### src/rtl/led_pkg.sv
// Shared control-region LED types: lamp-test FSM states and default timing constants
// for the 40 MHz fabric clock.
package led_pkg;

    typedef enum logic [1:0] {
        StRst,
        StAll,
        StWalk,
        StRun
    } lamp_state_t;

    localparam int unsigned LED_STRETCH_CYCLES   = 2000000;
    localparam int unsigned LED_LAMP_ALL_CYCLES  = 40000000;
    localparam int unsigned LED_LAMP_STEP_CYCLES = 4000000;

endpackage

### src/rtl/led_pulse_stretch.sv
// One-bit pulse stretcher: holds its output high for at least STRETCH_CYCLES clocks
// after each rising edge of the input.
module led_pulse_stretch
    import led_pkg::*;
#(
    parameter int unsigned STRETCH_CYCLES = LED_STRETCH_CYCLES
) (
    input  logic clock,
    input  logic reset_n,
    input  logic led_i,
    output logic led_o
);

    localparam int unsigned CntWidth = $clog2(STRETCH_CYCLES + 1);
    localparam logic [CntWidth-1:0] CntLoad = CntWidth'(STRETCH_CYCLES);

    logic [CntWidth-1:0] cnt_q, cnt_d;
    logic                led_prev_q;

    // A rising edge inside an active window reloads rather than accumulates.
    always_comb begin
        cnt_d = cnt_q;
        if (led_i && !led_prev_q) begin
            cnt_d = CntLoad;
        end else if (cnt_q != '0) begin
            cnt_d = cnt_q - CntWidth'(1);
        end
    end

    always_ff @(posedge clock) begin
        if (!reset_n) begin
            cnt_q      <= '0;
            led_prev_q <= 1'b0;
        end else begin
            cnt_q      <= cnt_d;
            led_prev_q <= led_i;
        end
    end

    assign led_o = led_i | (cnt_q != '0);

endmodule

### src/rtl/led_output_driver.sv
// Front-panel LED output stage: per-LED stretching, global PWM dimming, lamp-test
// sequencing and board polarity on a registered pin drive.
module led_output_driver
    import led_pkg::*;
#(
    parameter int unsigned MXLEDS           = 16,
    parameter int unsigned STRETCH_CYCLES   = LED_STRETCH_CYCLES,
    parameter int unsigned PWM_BITS         = 4,
    parameter int unsigned LAMP_ALL_CYCLES  = LED_LAMP_ALL_CYCLES,
    parameter int unsigned LAMP_STEP_CYCLES = LED_LAMP_STEP_CYCLES,
    parameter bit          INVERT           = 1'b0
) (
    input  logic                clock,
    input  logic                reset_n,
    input  logic [MXLEDS-1:0]   led_i,
    input  logic [PWM_BITS-1:0] brightness_i,
    input  logic                lamp_test_i,
    output logic [MXLEDS-1:0]   led_o,
    output logic                lamp_busy_o
);

    localparam int unsigned TimerWidth = $clog2(LAMP_ALL_CYCLES + LAMP_STEP_CYCLES);
    localparam int unsigned IdxWidth   = $clog2(MXLEDS);

    localparam logic [TimerWidth-1:0] AllLast  = TimerWidth'(LAMP_ALL_CYCLES - 1);
    localparam logic [TimerWidth-1:0] StepLast = TimerWidth'(LAMP_STEP_CYCLES - 1);
    localparam logic [IdxWidth-1:0]   IdxLast  = IdxWidth'(MXLEDS - 1);
    localparam logic [MXLEDS-1:0]     PolMask  = {MXLEDS{INVERT}};

    logic [MXLEDS-1:0]     led_q;
    logic [MXLEDS-1:0]     stretched;
    logic [PWM_BITS-1:0]   pwm_cnt_q;
    logic [PWM_BITS-1:0]   bright_q;
    logic                  pwm_on;
    lamp_state_t           state_q;
    logic [TimerWidth-1:0] timer_q;
    logic [IdxWidth-1:0]   idx_q;
    logic [MXLEDS-1:0]     sel;

    always_ff @(posedge clock) begin
        if (!reset_n) begin
            led_q <= '0;
        end else begin
            led_q <= led_i;
        end
    end

    for (genvar g = 0; g < MXLEDS; g++) begin : g_stretch
        led_pulse_stretch #(
            .STRETCH_CYCLES (STRETCH_CYCLES)
        ) u_stretch (
            .clock   (clock),
            .reset_n (reset_n),
            .led_i   (led_q[g]),
            .led_o   (stretched[g])
        );
    end

    // Brightness is only picked up at the period boundary so duty never glitches.
    always_ff @(posedge clock) begin
        if (!reset_n) begin
            pwm_cnt_q <= '0;
            bright_q  <= '0;
        end else begin
            pwm_cnt_q <= pwm_cnt_q + PWM_BITS'(1);
            if (pwm_cnt_q == '1) begin
                bright_q <= brightness_i;
            end
        end
    end

    assign pwm_on = (pwm_cnt_q <= bright_q);

    always_ff @(posedge clock) begin
        if (!reset_n) begin
            state_q     <= StRst;
            timer_q     <= '0;
            idx_q       <= '0;
            lamp_busy_o <= 1'b1;
        end else begin
            case (state_q)
                StRst: begin
                    state_q     <= StAll;
                    timer_q     <= '0;
                    lamp_busy_o <= 1'b1;
                end
                StAll: begin
                    if (timer_q == AllLast) begin
                        state_q <= StWalk;
                        timer_q <= '0;
                        idx_q   <= '0;
                    end else begin
                        timer_q <= timer_q + TimerWidth'(1);
                    end
                end
                StWalk: begin
                    if (timer_q == StepLast) begin
                        timer_q <= '0;
                        if (idx_q == IdxLast) begin
                            state_q     <= StRun;
                            lamp_busy_o <= 1'b0;
                        end else begin
                            idx_q <= idx_q + IdxWidth'(1);
                        end
                    end else begin
                        timer_q <= timer_q + TimerWidth'(1);
                    end
                end
                StRun: begin
                    if (lamp_test_i) begin
                        state_q     <= StAll;
                        timer_q     <= '0;
                        lamp_busy_o <= 1'b1;
                    end
                end
                default: begin
                    state_q     <= StRst;
                    lamp_busy_o <= 1'b1;
                end
            endcase
        end
    end

    always_comb begin
        sel = '0;
        case (state_q)
            StAll:   sel = '1;
            StWalk:  sel[idx_q] = 1'b1;
            StRun:   sel = stretched & {MXLEDS{pwm_on}};
            default: sel = '0;
        endcase
    end

    always_ff @(posedge clock) begin
        if (!reset_n) begin
            led_o <= PolMask;
        end else begin
            led_o <= sel ^ PolMask;
        end
    end

endmodule

### config.mk
export PLATFORM = sky130hd
export DESIGN_NAME = led_output_driver
export DESIGN_NICKNAME = d
export VERILOG_FILES = /design/src/rtl/led_pkg.sv /design/src/rtl/led_pulse_stretch.sv /design/src/rtl/led_output_driver.sv
export SDC_FILE = /design/constraint.sdc
export NUM_CORES = 1
export LEC_CHECK = 0
export ABC_AREA = 1
export CAP_MARGIN = 40
export CORE_UTILIZATION = 40
export CTS_BUF_LIST = sky130_fd_sc_hd__clkbuf_8
export DETAILED_ROUTE_END_ITERATION = 8
export HOLD_SLACK_MARGIN = 0.08
export SYNTH_ARGS = -nofsm -noshare
export SYNTH_HDL_FRONTEND = slang
export SYNTH_SLANG_ARGS = --single-unit
### constraint.sdc
create_clock -name clock -period 4.9 [get_ports clock]
set_clock_uncertainty 0.2 [all_clocks]
set_input_delay 0.98 -clock clock [delete_from_list [all_inputs] [get_ports clock]]
set_output_delay 0.98 -clock clock [all_outputs]
set_load 0.01 [all_outputs]
* After elaboration in Yosys (flattened, before gate mapping)
Index checks and enable logic that the tools add are counted.
Word-level totals: memory bits (writable) 0, logic and storage cells 247, flip-flop bits (word level) 425, output and inout port bits 17, bits of input ports 23, memories kept 0, ROM bits 0, bits in latches 0
Operators by class: equality and inequality tests 12, shift operators 0, reduce and logical (&&, ||, !) cells 87, add/subtract/negate cells 19, bitwise operators 18, multiply operators 0, muxes and demuxes 52, div/mod/pow operators 0, order comparisons 3
Operator list (count):
- $mux 21 | 32
- $reduce_bool 21->1 | 16
- $sub 21x1->21 const B | 16
- $pmux 26 s4 | 1
- $mux 26 | 3
- $pmux 16 s3 | 1
- $reduce_bool 2->1 | 17
- $reduce_or 2->1 | 16
- $add 26x1->26 const B | 1
- $eq 26x22->1 const B | 1
- $eq 26x26->1 const B | 1
- $logic_and 1x1->1 | 17
- $and 16x16->16 | 1
- $logic_not 1->1 | 16
- $or 1x1->1 | 16
- $mux 4 | 3
- $reduce_and 4->1 | 3
- $ne 2x2->1 const B | 5
- $add 4x1->4 const B | 2
- $eq 4x4->1 const B | 2
- $mux 2 | 4
- $pmux 2 s4 | 1
- $pmux 4 s2 | 1
- $lt 4x5->1 const B | 1
- other kinds (10) | 14

* Depth between registers and ports, before layout
depth in word-level cells 5, gate-level depth with buffers 13, depth with buffers taken out 13

* Cells and area by module
A second synthesis with hierarchy kept.
Second synthesis, totals: cell total of the unflattened synthesis 3578, area total of the unflattened synthesis 24673.7 um^2
Modules (own cells, without submodules):
- led_pulse_stretch at g_stretch[0].u_stretch ... | cells each 190, area each 1305.0 um^2, instances 12, sequential area each 440.4 um^2
- led_pulse_stretch at g_stretch[6].u_stretch ... | cells each 187, area each 1310.0 um^2, instances 4, sequential area each 440.4 um^2
- led_output_driver | cells each 550, area each 3773.6 um^2, instances 1, sequential area each 1461.4 um^2

* Worst setup path after synthesis
Ideal clock, no wire load.
path type input -> register, start input lamp_test_i, end register timer_q[24], path slack 2674 ps, arrival 1911 ps, path buffers 1, setup time 115 ps, cell stages on the path 10, data required time 4585 ps, path through inv_1 -> nand2_1 -> buf_6 -> nand3_1 -> nor2_1 -> nand3_1 -> nor2_2 -> nand3_1 -> nand3_1 -> nor2_1
On the way: longest elaborated chain between the ends 1
Ends and longest elaborated chain:
- start, declared | RTL line led_output_driver.sv:17 | input logic lamp_test_i,
- $ne 2x2->1 (no line)
- end signal, assigned | RTL line led_output_driver.sv:93 | timer_q <= timer_q + TimerWidth'(1);
- end signal, assigned | RTL line led_output_driver.sv:106 | timer_q <= timer_q + TimerWidth'(1);
- end, declared | RTL line led_output_driver.sv:36 | logic [TimerWidth-1:0] timer_q;
Every way passes these cells. A chain may end at the register's enable or synchronous reset.

* Worst setup path after layout
start register led_o[1], end output led_o[1]
RTL lines:
- start, declared | RTL line led_output_driver.sv:18 | output logic [MXLEDS-1:0] led_o,
- start signal, assigned | RTL line led_output_driver.sv:136 | led_o <= PolMask;
- start signal, assigned | RTL line led_output_driver.sv:138 | led_o <= sel ^ PolMask;
No word-level cell between the ends.

==> run summary <==
Largest net degree at the start of global routing: 82
Setup CP Type: flop to output port
Worst-path clk slew: 60 ps
Switching portion of total power: 45.9%
DRT iter0 DRCs: 1280
Latest clock arrival within the worst-skew pair: 660 ps
Crit-path max FO: 1
Via count: 21000
Power share of the sequential group: 30.5%
Worst Path Buf+Inv: 1
Layout Nets: 3553
RSZ-0062 raised after global routing: false
Area Growth Syn to Fin: 11.8%
HP Class: flop to flop
Synth Warn #: 0
Fin. max-slew vios: 0
Post-cts resize count: 0
First drt pass iteration count: 6
Async SR Flop Fraction: 0%
Worst EP required: 3720 ps
Routability cong.: 0.897
CTS Buf Count: 77
Starting Density: 40.8%
Final Util: 45.6%
Synth Flop Type: dfxtp_1
Combinational Power Share: 50.1%
VDD IR max: 0.348 mV
First-pass GRT wire length: 92.7 mm
CTS H-tree depth: 3
Status: finished clean
CTS Sinks: 425
Final hold violation count: 0
DIE WIDTH: 240 um
Number of global-route vias before repair: 19300
Most frequent cells in the layout: nand2_1, nor2_1, dfxtp_1
CP arrival: 1610 ps
Worst Hold Launch: led_q[13]
Ratio of final minimum period to clock period: 56.9%
Commonest non-fill, non-tap cell in the layout: nand2_1
Layout cell share with drive strength beyond 1: 5.34%
Int Power: 9.69 mW
Grt total ovfl: 0
GRT Util Overall: 19.4%
Fmax: 359 MHz
Syn Area/Cell: 6.58 um2
Max stage delay on crit path: 650 ps
DRC: 0
Syn_nets: 3499
Mean routed wirelength per cell: 12.9 um
Crit start category: flop
Slew @ Worst Pin: 761 ps
Cell Chain, Critical Path: clkdlybuf4s50_1
Die area: 0.0574 mm2
Initial antenna violation count: 2
Core footprint: 0.0554 mm2
Vias per cell: 4.90
Sequential share of the synthesized area: 37.7%
CTS root buffer: clkbuf_8
Crit-path slowest cell: clkdlybuf4s50_1
Post-DP HPWL: 39.7 mm
Kind of end point of the critical path: output port
FF-to-FF End: g_stretch[15].u_stretch.cnt_q[18]
TNS Setup: 0 ps
Final setup violation count: 0
#FFs+latches synth: 425
Die height: 240 um
Top delay family on crit path: buffers and inverters
Max cap viols: 0
Clk pwr share: 19.3%
Synthesized instance count: 3431
Post-CTS Setup Repair Bufs: 0
Switching power: 8.23 mW
R2r worst-path depth: 10
Reg2reg start: g_stretch[15].u_stretch.cnt_q[0]
Clock period minus worst slack: 2790 ps
Post-Syn Area: 0.0226 mm2
PD cells: 710 mW/mm2
TritonCTS clock tree: yes
Hold endpoint: g_stretch[13].u_stretch.led_prev_q
Leak pwr: 11.8 nW
CTS Buffer Depth: 3
Cell Rows: 86
Slew margin rel.: 49.2%
Hold Path Stages: 2
Remaining antenna violation count: 0
EDFF count, synth: 0
Drt total wl: 55.3 mm
Post-synth cell types: 44
I/O Buffers: 39
R2r setup slk: 2450 ps
Hold_buf cts: 0
I/O Pins: 40
-- Yosys cell counts, types with 2 or more instances --
master / instances / area [um2]
nand2_1: 825 / 3100
a31oi_1: 8 / 50.1
a21oi_1: 238 / 1190
inv_1: 379 / 1420
nor4_1: 18 / 113
buf_1: 7 / 26.3
ha_1: 45 / 563
or2_2: 20 / 125
nor3_1: 47 / 235
a211oi_1: 22 / 165
nand4_1: 95 / 594
inv_2: 3 / 11.3
nand3b_1: 42 / 315
or3_1: 2 / 12.5
xor2_1: 94 / 823
xnor2_1: 48 / 420
clkbuf_1: 42 / 158
nor3b_1: 11 / 82.6
dfxtp_1: 425 / 8510
o21ai_0: 36 / 180
nand2_2: 7 / 43.8
o21ai_1: 4 / 20.0
buf_2: 13 / 65.1
buf_4: 4 / 30.0
and2_1: 3 / 18.8
nand3_1: 273 / 1370
nand3_2: 4 / 40.0
a31o_2: 4 / 35.0
nand2_4: 4 / 45.0
and3_1: 6 / 37.5
nor2_1: 663 / 2490
nor2_2: 22 / 138
o31ai_1: 2 / 15.0
buf_6: 4 / 45.0
o21bai_1: 2 / 15.0
-- sequential cells by signal, indices dropped and copies added (netlist names) --
register / count
timer_q: 26
g_stretch.u_stretch.cnt_q: 336
bright_q: 4
lamp_busy_o: 1
idx_q: 4
led_o: 16
pwm_cnt_q: 4
led_q: 16
g_stretch.u_stretch.led_prev_q: 16
state_q: 2
-- worst reg2reg max path: stages (launching register included) --
cell	delay [ps]
dfxtp_1	320
inv_1	80
ha_1	190
nand2_1	70
nor2_2	150
nand2_1	140
nor2_2	210
nand2_1	460
nand3_1	300
or2_0	130
a21oi_1	70
-- cell families (layout without fill, tap and decap cells) --
| kind of cell | count (synthesis) | count (layout) | share of synthesized area [%] |
|---|---|---|---|
| buffers and inverters | 453 | 563 | 7.87 |
| xor gates and xnor gates | 142 | 142 | 5.51 |
| other | 0 | 1 | 0 |
| AOI/OAI and AO/OA | 319 | 319 | 7.52 |
| and+or+nand+nor | 2047 | 2047 | 38.9 |
| adders and majority gates | 45 | 45 | 2.49 |
| DFF | 425 | 425 | 37.7 |
-- layout make-up --
cell class,count,area (um2)
inverters,382,1440
fillers,5764,30200
clock buffers,105,1450
diodes,1,2.50
well taps,748,936
clock inverters,30,161
repair buffers,46,455
multi-input cells,2553,12300
flip-flops and latches,425,8510
-- per-layer routing --
layer | vias up | wire length (um) | GRT usage (%)
li1 | 11100 | - | -
met1 | 9439 | 27800 | 27.2
met2 | 395 | 23600 | 29.9
met3 | 100 | 2480 | 3.48
met4 | 2 | 1400 | 6.31
met5 | - | 13 | 0
-- power groups by stage --
stage               Sequential [mW]  Combinational (mW)  Clock, mW
floorplan                      5.27                7.27          0
global placement               5.55                8.86          0
detailed placement             5.51                8.89          0
CTS                            5.46                8.94       3.60
global route                   5.61                10.4       3.74
finish                         5.47                8.98       3.47
-- through the flow --
stage / hold WS [ps] / instances / area (um2) / total power [mW] / setup WS (ps)
floorplan: 207 / 3431 / 22600 / 12.5 / 2670
global placement: 210 / 4152 / 23600 / 14.4 / 1880
detailed placement: 215 / 4154 / 23600 / 14.4 / 1880
CTS: 223 / 4289 / 25200 / 18.0 / 2030
global route: 231 / 4290 / 25300 / 19.8 / 2030
finish: 222 / 4290 / 25300 / 17.9 / 2110
-- how the worst max path moves through the flow --
| stage | start | endpoint | cells past startpoint |
|---|---|---|---|
| global route | lamp_busy_o | lamp_busy_o | 1 |
| global placement | lamp_test_i | timer_q[24] | 11 |
| CTS | led_o[0] | led_o[0] | 1 |
| finish | led_o[1] | led_o[1] | 1 |
| detailed placement | lamp_test_i | timer_q[24] | 11 |
| floorplan | lamp_test_i | timer_q[24] | 10 |
(Power assumes the default switching activity.)
